`config.mk`:
```
export PLATFORM = sky130hd
export DESIGN_NAME = ro_freq_meter
export DESIGN_NICKNAME = d
export VERILOG_FILES = /design/src/rtl/ro_meter_pkg.sv /design/src/rtl/ro_edge_sync.sv /design/src/rtl/ro_freq_meter.sv
export SDC_FILE = /design/constraint.sdc
export NUM_CORES = 1
export LEC_CHECK = 0
export CELL_PAD_IN_SITES_DETAIL_PLACEMENT = 1
export CELL_PAD_IN_SITES_GLOBAL_PLACEMENT = 2
export CORE_MARGIN = 5
export CORE_UTILIZATION = 36
export DETAILED_ROUTE_END_ITERATION = 8
export PLACE_DENSITY = 0.89
export SYNTH_ARGS = -nofsm -noshare
export SYNTH_HDL_FRONTEND = slang
export SYNTH_HIERARCHICAL = 1
export SYNTH_SLANG_ARGS = --single-unit
```
`constraint.sdc`:
```
create_clock -name clk -period 2.35 [get_ports clk]
set_clock_uncertainty 0.1 [all_clocks]
set_input_delay 0.3525 -clock clk [delete_from_list [all_inputs] [get_ports clk]]
set_output_delay 0.3525 -clock clk [all_outputs]
set_load 0.01 [all_outputs]
```
`src/rtl/ro_meter_pkg.sv`:
```
// ============================================================================
//  Module      : ro_meter_pkg
//  Description : Shared types, default parameter values and helpers for the
//                ring-oscillator frequency meter.
//  Revision    : 1.0 - initial release
// ============================================================================
`default_nettype none

package ro_meter_pkg;

  // Measurement sequencer states
  typedef enum logic [1:0] {
    IDLE   = 2'd0,
    SETTLE = 2'd1,
    GATE   = 2'd2,
    DONE   = 2'd3
  } meter_state_t;

  // Default parameter values
  localparam int CNT_W_DEF         = 16;
  localparam int GATE_CYCLES_DEF   = 1024;
  localparam int SETTLE_CYCLES_DEF = 16;
  localparam int SYNC_STAGES_DEF   = 2;
  localparam int AVG_LOG2_DEF      = 2;

  // Width of the shared SETTLE/GATE cycle timer. The timer counts from 0 to
  // (cycles - 1), so clog2 of the larger period is enough; never below 1 bit.
  function automatic int timer_width(input int settle_cycles, input int gate_cycles);
    int m;
    m = (settle_cycles > gate_cycles) ? settle_cycles : gate_cycles;
    return (m <= 1) ? 1 : $clog2(m);
  endfunction

endpackage : ro_meter_pkg

`default_nettype wire

```
`src/rtl/ro_edge_sync.sv`:
```
// ============================================================================
//  Module      : ro_edge_sync
//  Description : Multi-flop synchronizer for the asynchronous RO tap followed
//                by a rising-edge detector producing a one-cycle pulse.
//  Revision    : 1.0 - initial release
// ============================================================================
`default_nettype none

module ro_edge_sync
  import ro_meter_pkg::*;
#(
  parameter int SYNC_STAGES = SYNC_STAGES_DEF
) (
  input  logic clk,
  input  logic rst_n,
  input  logic async_in,
  output logic rise
);

  logic [SYNC_STAGES-1:0] r_sync;
  logic                   r_prev;

  // Free-running synchronizer chain plus one delayed copy for edge detection
  always_ff @(posedge clk or negedge rst_n) begin
    if (!rst_n) begin
      r_sync <= '0;
      r_prev <= 1'b0;
    end else begin
      r_sync <= {r_sync[SYNC_STAGES-2:0], async_in};
      r_prev <= r_sync[SYNC_STAGES-1];
    end
  end

  assign rise = r_sync[SYNC_STAGES-1] & ~r_prev;

endmodule : ro_edge_sync

`default_nettype wire

```
`src/rtl/ro_freq_meter.sv`:
```
// ============================================================================
//  Module      : ro_freq_meter
//  Description : Ring-oscillator reader. Enables the RO, lets it settle, then
//                counts synchronized rising edges over a fixed gate window and
//                returns the count on a valid/ready result port.
//                Optional macro RO_FREQ_METER_AVG_EN: averages 2^AVG_LOG2
//                back-to-back gate windows per start.
//  Revision    : 1.0 - initial release
// ============================================================================
`default_nettype none

module ro_freq_meter
  import ro_meter_pkg::*;
#(
  parameter int CNT_W         = CNT_W_DEF,
  parameter int GATE_CYCLES   = GATE_CYCLES_DEF,
  parameter int SETTLE_CYCLES = SETTLE_CYCLES_DEF,
  parameter int SYNC_STAGES   = SYNC_STAGES_DEF
`ifdef RO_FREQ_METER_AVG_EN
  ,
  parameter int AVG_LOG2      = AVG_LOG2_DEF
`endif
) (
  input  logic             clk,
  input  logic             rst_n,
  input  logic             start,
  output logic             ro_en,
  input  logic             ro_q,
  output logic             busy,
  output logic             res_valid,
  input  logic             res_ready,
  output logic [CNT_W-1:0] res_count,
  output logic             res_sat
);

  localparam int               c_tw          = timer_width(SETTLE_CYCLES, GATE_CYCLES);
  localparam logic [c_tw-1:0]  c_settle_last = c_tw'(SETTLE_CYCLES - 1);
  localparam logic [c_tw-1:0]  c_gate_last   = c_tw'(GATE_CYCLES - 1);
  localparam logic [CNT_W-1:0] c_cnt_max     = '1;

  meter_state_t     r_state;
  logic [c_tw-1:0]  r_timer;
  logic [CNT_W-1:0] r_cnt;
  logic             r_sat;

  logic             w_rise;
  logic [CNT_W-1:0] w_cnt_next;
  logic             w_sat_next;
  logic             w_gate_end;
  logic             w_last_win;
  logic [CNT_W-1:0] w_res_count;
  logic             w_res_sat;

  ro_edge_sync #(
    .SYNC_STAGES (SYNC_STAGES)
  ) u_edge_sync (
    .clk      (clk),
    .rst_n    (rst_n),
    .async_in (ro_q),
    .rise     (w_rise)
  );

  // Saturating window counter update; a rise at full scale sets the sticky flag
  always_comb begin
    w_cnt_next = r_cnt;
    w_sat_next = r_sat;
    if (w_rise) begin
      if (r_cnt == c_cnt_max) begin
        w_sat_next = 1'b1;
      end else begin
        w_cnt_next = r_cnt + 1'b1;
      end
    end
  end

  assign w_gate_end = (r_state == GATE) && (r_timer == c_gate_last);

`ifdef RO_FREQ_METER_AVG_EN
  localparam int              c_aw       = CNT_W + AVG_LOG2;
  localparam int              c_ww       = (AVG_LOG2 < 1) ? 1 : AVG_LOG2;
  localparam logic [c_ww-1:0] c_win_last = c_ww'((1 << AVG_LOG2) - 1);

  logic [c_aw-1:0] r_acc;
  logic [c_ww-1:0] r_win;
  logic            r_sat_any;
  logic [c_aw-1:0] w_acc_next;
  logic [c_aw-1:0] w_acc_shift;

  assign w_acc_next  = r_acc + c_aw'(w_cnt_next);
  assign w_acc_shift = w_acc_next >> AVG_LOG2;
  assign w_last_win  = (r_win == c_win_last);
  assign w_res_count = w_acc_shift[CNT_W-1:0];
  assign w_res_sat   = r_sat_any | w_sat_next;

  // Accumulate each finished window; cleared when a new measurement starts
  always_ff @(posedge clk or negedge rst_n) begin
    if (!rst_n) begin
      r_acc     <= '0;
      r_win     <= '0;
      r_sat_any <= 1'b0;
    end else if ((r_state == IDLE) && start) begin
      r_acc     <= '0;
      r_win     <= '0;
      r_sat_any <= 1'b0;
    end else if (w_gate_end) begin
      r_acc     <= w_acc_next;
      r_win     <= r_win + 1'b1;
      r_sat_any <= w_res_sat;
    end
  end
`else
  assign w_last_win  = 1'b1;
  assign w_res_count = w_cnt_next;
  assign w_res_sat   = w_sat_next;
`endif

  // Measurement sequencer with registered RO enable, status and result
  always_ff @(posedge clk or negedge rst_n) begin
    if (!rst_n) begin
      r_state   <= IDLE;
      r_timer   <= '0;
      r_cnt     <= '0;
      r_sat     <= 1'b0;
      ro_en     <= 1'b0;
      busy      <= 1'b0;
      res_valid <= 1'b0;
      res_count <= '0;
      res_sat   <= 1'b0;
    end else begin
      case (r_state)
        IDLE: begin
          if (start) begin
            r_state <= SETTLE;
            r_timer <= '0;
            r_cnt   <= '0;
            r_sat   <= 1'b0;
            ro_en   <= 1'b1;
            busy    <= 1'b1;
          end
        end
        SETTLE: begin
          // Edges are ignored here; the synchronizer flushes while the RO starts
          if (r_timer == c_settle_last) begin
            r_state <= GATE;
            r_timer <= '0;
            r_cnt   <= '0;
            r_sat   <= 1'b0;
          end else begin
            r_timer <= r_timer + 1'b1;
          end
        end
        GATE: begin
          if (r_timer == c_gate_last) begin
            // Window boundary: restart the per-window counter
            r_timer <= '0;
            r_cnt   <= '0;
            r_sat   <= 1'b0;
            if (w_last_win) begin
              r_state   <= DONE;
              ro_en     <= 1'b0;
              res_valid <= 1'b1;
              res_count <= w_res_count;
              res_sat   <= w_res_sat;
            end
          end else begin
            r_timer <= r_timer + 1'b1;
            r_cnt   <= w_cnt_next;
            r_sat   <= w_sat_next;
          end
        end
        DONE: begin
          // start is deliberately not looked at here, even on the handshake cycle
          if (res_ready) begin
            r_state   <= IDLE;
            res_valid <= 1'b0;
            busy      <= 1'b0;
          end
        end
        default: begin
          r_state <= IDLE;
        end
      endcase
    end
  end

endmodule : ro_freq_meter

`default_nettype wire

```
==> flow_summary.ini <==
[critical_path]
ff2ff_path_depth = 6
setup.worst_path.start = r_timer[7]
crit_path_end_kind = flip-flop
cp-endpoint = r_cnt[6]
required_ns = 2.44
critPathKind = flip-flop to flip-flop
arrival_ns = 2.42
critPathLaunchType = flip-flop
r2r_end = r_cnt[6]
r2r-start = r_timer[7]
rrSetupSlack_ns = 0.02
crit_fanout = 10

[sta]
relSlewSlack = 0.641
worst_slack_ns = 0.0238
finalCritPeriodShare = 0.990
rsz0062_at_grt = true
maxSlewViolCount = 0
period_needed_ns = 2.33
setup_viol = 0
tightest_slew_ns = 0.538
hold_viol = 0
fmax_mhz = 430

[place]
post-place-ws_ns = 0.0153
dp_hpwl_um = 5610
portBuffers = 24
dp_cells = 432
place_congestion = 0.834

[layout]
area_delta_synth_final_pct = 24.4
drive_above_1_share = 0.161
final_cell_mix = dfrtp_1, nand2_1, o21ai_0
nets = 358
final_common_cell = dfrtp_1
fillers = 854
diodes = 0
instances_no_fill = 447

[detailed_routing]
first_iter_violations = 99
ant_nets = 0
firstDrtPassIters = 4
vias_per_cell = 5.47
wl_um = 7490
vias = 2447
wire_per_inst_um = 16.8
drcViolationCount = 0

[synth]
synthDistinctLibCells = 54
synthesis.nets = 304
yosysSeqAreaShare = 0.474
synth_top_flop_cell = dfrtp_1
synth_edf_count = 0
yosys_warnings = 6
async_flop_share = 1.00
synth_cells = 293
netlist_area_mm2 = 0.00275
synth_area_per_cell_um2 = 9.37
synth_seq_cells = 52

[global_route]
antenna_found_initial = 0
grt_max_degree = 24
grt_first_pass_wirelength_um = 13000
grt_usage = 0.164
grt_overflow = 0
grt_pass1_vias = 2572

[pwr]
internal-power_uw = 1150
power_frac_seq = 0.604
p_sw_uw = 337
clockPowerShare = 0.371
switching_share = 0.227
pwr-share-comb = 0.024
power_density_mw_per_mm2 = 435
ir_drop_uv = 273
p_leak_uw = 0.00146

[die]
rows = 31
die_y_um = 97.3
core_mm2 = 0.00733
die_w_um = 97.3
die_area_mm2 = 0.00948
pin_count = 25
initial_core_util = 0.375

[cts]
cts.sink_count = 52
cts_buffer_depth = 2
clk_pin_slew_ns = 0.10
root_buffer = clkbuf_8
cts_tree = built
numCtsBuffers = 5
clk_latency_ns = 0.31
cts-htree-levels = 2

[hold_path]
hold_class = flip-flop to flip-flop

[run]
cap_violations = 0

[run_status]
status = finished, final reports clean
[layout make-up]
| type | count | area [um^2] | share of cell area |
|---|---|---|---|
| clock inverters | 1 | 7.51 | 0.00220 |
| inverters | 9 | 33.8 | 0.00989 |
| well taps | 99 | 124 | 0.0363 |
| repair buffers | 56 | 482 | 0.141 |
| multi-input cells | 223 | 1380 | 0.405 |
| flip-flops and latches | 52 | 1300 | 0.381 |
| clock buffers | 7 | 86.3 | 0.0253 |
[power by group through the flow]
stage	clock, uW	combinational, uW	sequential [uW]
after floorplan	0	5.87	916
after global placement	0	35.7	916
after detailed placement	0	36.2	916
after CTS	569	37.4	898
after global routing	623	40.8	899
final	552	36.3	898
[cell families (layout without fill, tap and decap cells)]
group	count (synthesis)	in the layout	share of synthesized area
and+or+nand+nor	110	110	0.206
AOI/OAI and AO/OA	92	92	0.213
DFF	52	52	0.474
buffers and inverters	18	73	0.0287
xor gates and xnor gates	11	11	0.0351
adders and majority gates	6	6	0.0273
muxes	4	4	0.0155
[sequential cells by signal, indices dropped and copies added, names as in the netlist]
signal	flops
r_cnt	16
res_count	16
r_timer	10
r_state	2
u_edge_sync/r_sync	2
busy	1
r_sat	1
res_sat	1
res_valid	1
ro_en	1
u_edge_sync/r_prev	1
[Yosys cell counts (4+ instances only)]
master / count / area share
xnor2_1: 6 / 0.019
xor2_1: 5 / 0.016
nand2_1: 39 / 0.053
a21oi_1: 25 / 0.046
a31oi_1: 6 / 0.014
nand3_1: 19 / 0.035
inv_1: 9 / 0.012
o31ai_1: 4 / 0.011
ha_1: 6 / 0.027
nor3_1: 4 / 0.0073
nand4_1: 7 / 0.016
dfrtp_1: 52 / 0.47
clkbuf_1: 5 / 0.0068
o21ai_0: 35 / 0.064
nor2_1: 14 / 0.019
[worst min-delay path by stage]
stage | from | slack [ns] | endpoint | depth (start not counted)
after floorplan | rst_n | -0.04 | busy | 0
after global placement | u_edge_sync/r_sync[0] | 0.23 | u_edge_sync/r_sync[1] | 0
after detailed placement | rst_n | 0.25 | u_edge_sync/r_sync[1] | 1
after CTS | u_edge_sync/r_sync[0] | 0.27 | u_edge_sync/r_sync[1] | 0
after global routing | u_edge_sync/r_sync[0] | 0.28 | u_edge_sync/r_sync[1] | 0
final | u_edge_sync/r_sync[0] | 0.27 | u_edge_sync/r_sync[1] | 0
[worst max-delay path, stage by stage (launching register included)]
cell	delay, ns
dfrtp_1	0.43
or4_4	0.58
o41ai_4	0.43
buf_4	0.20
nand2_2	0.15
o21ai_0	0.22
o31ai_1	0.09
[per-layer routing]
layer / global-route usage / up-vias / wire length (um) / part of all wire
met5: 0 / - / 0 / 0
met1: 0.237 / 1217 / 3750 / 0.50
met3: 0.0237 / 6 / 199 / 0.027
met2: 0.256 / 40 / 3500 / 0.47
met4: 0.0447 / 0 / 51 / 0.0068
li1: - / 1184 / - / -
[through the flow]
stage	hold slack [ns]	TNS [ns]	cell area (um^2)	util	total power [uW]
after floorplan	-0.0431	0	2750	-	922
after global placement	0.232	0	3250	0.443	951
after detailed placement	0.251	0	3250	0.443	952
after CTS	0.274	0	3370	0.460	1500
after global routing	0.281	-0.338	3420	0.466	1560
final	0.265	0	3420	0.466	1490
[repair_timing]
item | 4_1_cts | 5_1_grt
pin swaps | 1 | 2
endpoints found under the hold margin | 19 | 0
hold buffers | 1 | 0
endpoints found under the setup margin | 2 | 15
buffers inserted | 2 | 4
gates resized for setup | 1 | 8
Note: power is estimated with default switching activity, not from simulation.
==> variant (config.mk and constraints unchanged) <==
Set the package constant `GATE_CYCLES_DEF` to 512 (it was 1024).
--- a/src/rtl/ro_meter_pkg.sv
+++ b/src/rtl/ro_meter_pkg.sv
@@ -19,5 +19,5 @@
   // Default parameter values
   localparam int CNT_W_DEF         = 16;
-  localparam int GATE_CYCLES_DEF   = 1024;
+  localparam int GATE_CYCLES_DEF   = 512;
   localparam int SETTLE_CYCLES_DEF = 16;
   localparam int SYNC_STAGES_DEF   = 2;
Function: no difference found for any inputs over 10 cycles, from zero or initial values and one cycle with rst_n low; that may be too few to reach the edited logic, so the function may still have changed.
==> variant against the unedited design <==
- routed wire length fell by 5.8%
- first-iteration DRC count is 44% lower
- sequential cell count shrank 1
- count of clock-buffer cells in the layout shrank 1
- critical path depth increased by 4
- synthesized area up 3.0%
- final area down 1.8%
- non-clock buffer count down 15
- setup slack gained 82 ps
- critical path type unchanged
- hold slack worse by 200 ps
Power is not compared: it rests on default switching activity, and its combinational part moved more than twofold at a synthesized area within 25%.
==> variant: results (changes against the unedited design) <==
R2R depth=10 (+4); crit path DAT=2330 ps (-90 ps); Mean Syn Cell Area=9.525 um^2 (+1.6%); drt initial violations=55 (-44%); slowest stage delay, CP=430 ps (-150 ps); vias in the first global route=2492 (-3.1%); Worst-Skew Late Latency=roughly 300 ps; R2R Setup Slk=110 ps (+80 ps); dpl hpwl=5269 um (-6.1%); top cells by area, synth=dfrtp_1, o21ai_0, nand2_1; placed insts=424 (-1.9%); Port Buf Inserts=24 (unchanged); crit path from=r_timer[0]$_DFFE_PN0P_; run status=complete, no violations; Crit Path Max Fanout=9 (-1); Least-Margin Pin Slew=653.4 ps (+115.7 ps); Routed WL per cell=16.37 um (-2.3%); dpl cell area=3249 um^2 (about the same); layout cells sized above 1=0.1733 (+0.01233); # fillers=921 (+7.8%); Hold Path Class=in2async; Total Nets Final=342 (-4.5%); Slowest cell on crit path=dfrtp_1; list of most frequent post-synthesis cells=dfrtp_1, nand2_1, o21ai_0; first-pass GRT wire length=12360 um (-4.6%); Core Box Area=7687 um^2 (+4.9%); largest net degree at the start of global routing=52 (+120%); Yosys cell types=60 (+11%); RePlAce Congestion=0.8260 (-0.91%); Mapped Nets=309 (+1.6%); register area share after synthesis=0.4511 (-0.02268); Top Registers=r_cnt: 16 flops, res_count: 16 flops, r_timer: 9 flops; Crit Reg-Reg Endpoint=r_cnt[0]$_DFFE_PN0P_; GR Util All Layers=0.1531 (-0.01063); via count=2310 (-5.6%)
[variant: power by group]
| part | leakage, nW | total [mW] | switching, mW | internal [mW] |
|---|---|---|---|---|
| combinational | 0.674 | 1.15 | 0.677 | 0.474 |
| sequential | 0.691 | 0.983 | 0.0570 | 0.926 |
| clock | 0.0371 | 0.475 | 0.275 | 0.200 |
| total | 1.40 | 2.61 | 1.01 | 1.60 |
[variant: worst max-delay path, delay by kind of cell, from the launching register on]
family	cells	cell delay, ps
multiplexers	1	260
flip-flops	1	430
AND/OR/NAND/NOR	4	430
AO/OA/AOI/OAI	1	200
adder cells (fa/ha/maj)	2	370
buffers and inverters	2	340
[variant: layer usage]
| layer | up-vias | global-route usage | wire length, um |
|---|---|---|---|
| li1 | 1138 | - | - |
| met1 | 1136 | 0.2023 | 3434 |
| met2 | 32 | 0.2574 | 3371 |
| met3 | 4 | 0.02548 | 205 |
| met4 | 0 | 0.04622 | 44 |
| met5 | - | 0 | 0 |
[variant: area by class of cell]
type                    instances  area share
inverters                       6    0.006709
flip-flops and latches         51      0.3802
clock buffers                   6     0.02162
multi-input cells             225      0.4417
well taps                     102     0.03802
repair buffers                 41      0.1118
[variant: how the worst max path moves through the flow]
stage                                        end  slack (ps)  cells after the start
final                       r_cnt[0]$_DFFE_PN0P_         110                     10
after global routing        r_cnt[0]$_DFFE_PN0P_          20                     10
after CTS                   r_cnt[0]$_DFFE_PN0P_          30                     10
after detailed placement    r_cnt[9]$_DFFE_PN0P_          10                     10
after global placement      r_cnt[9]$_DFFE_PN0P_         110                     10
after floorplan           r_timer[5]$_DFFE_PN0P_          20                     10
[variant: cells by family after synthesis]
logic type,count (synthesis),synth area share
xor+xnor,9,0.02786
mux,4,0.01548
flops,51,0.4511
fa+ha+maj,7,0.03096
compound gates,88,0.1964
simple gates,117,0.2437
buf+inv,21,0.03450
[variant: repair_timing]
item,CTS,global route
pin swaps,0,2
setup endpoints to repair,1,15
resized for setup,1,5
setup buffers,0,1
[variant: through the flow]
step	hold slack [ps]	setup slack [ps]	power, mW	util
global route	123.8	16.56	2.799	0.4367
finish	69.06	106.0	2.609	0.4367
floorplan	-43.09	17.89	1.709	-
CTS	89.38	29.09	2.631	0.4325
global placement	232.0	107.8	2.106	0.4227
detailed placement	247.1	11.26	2.132	0.4227
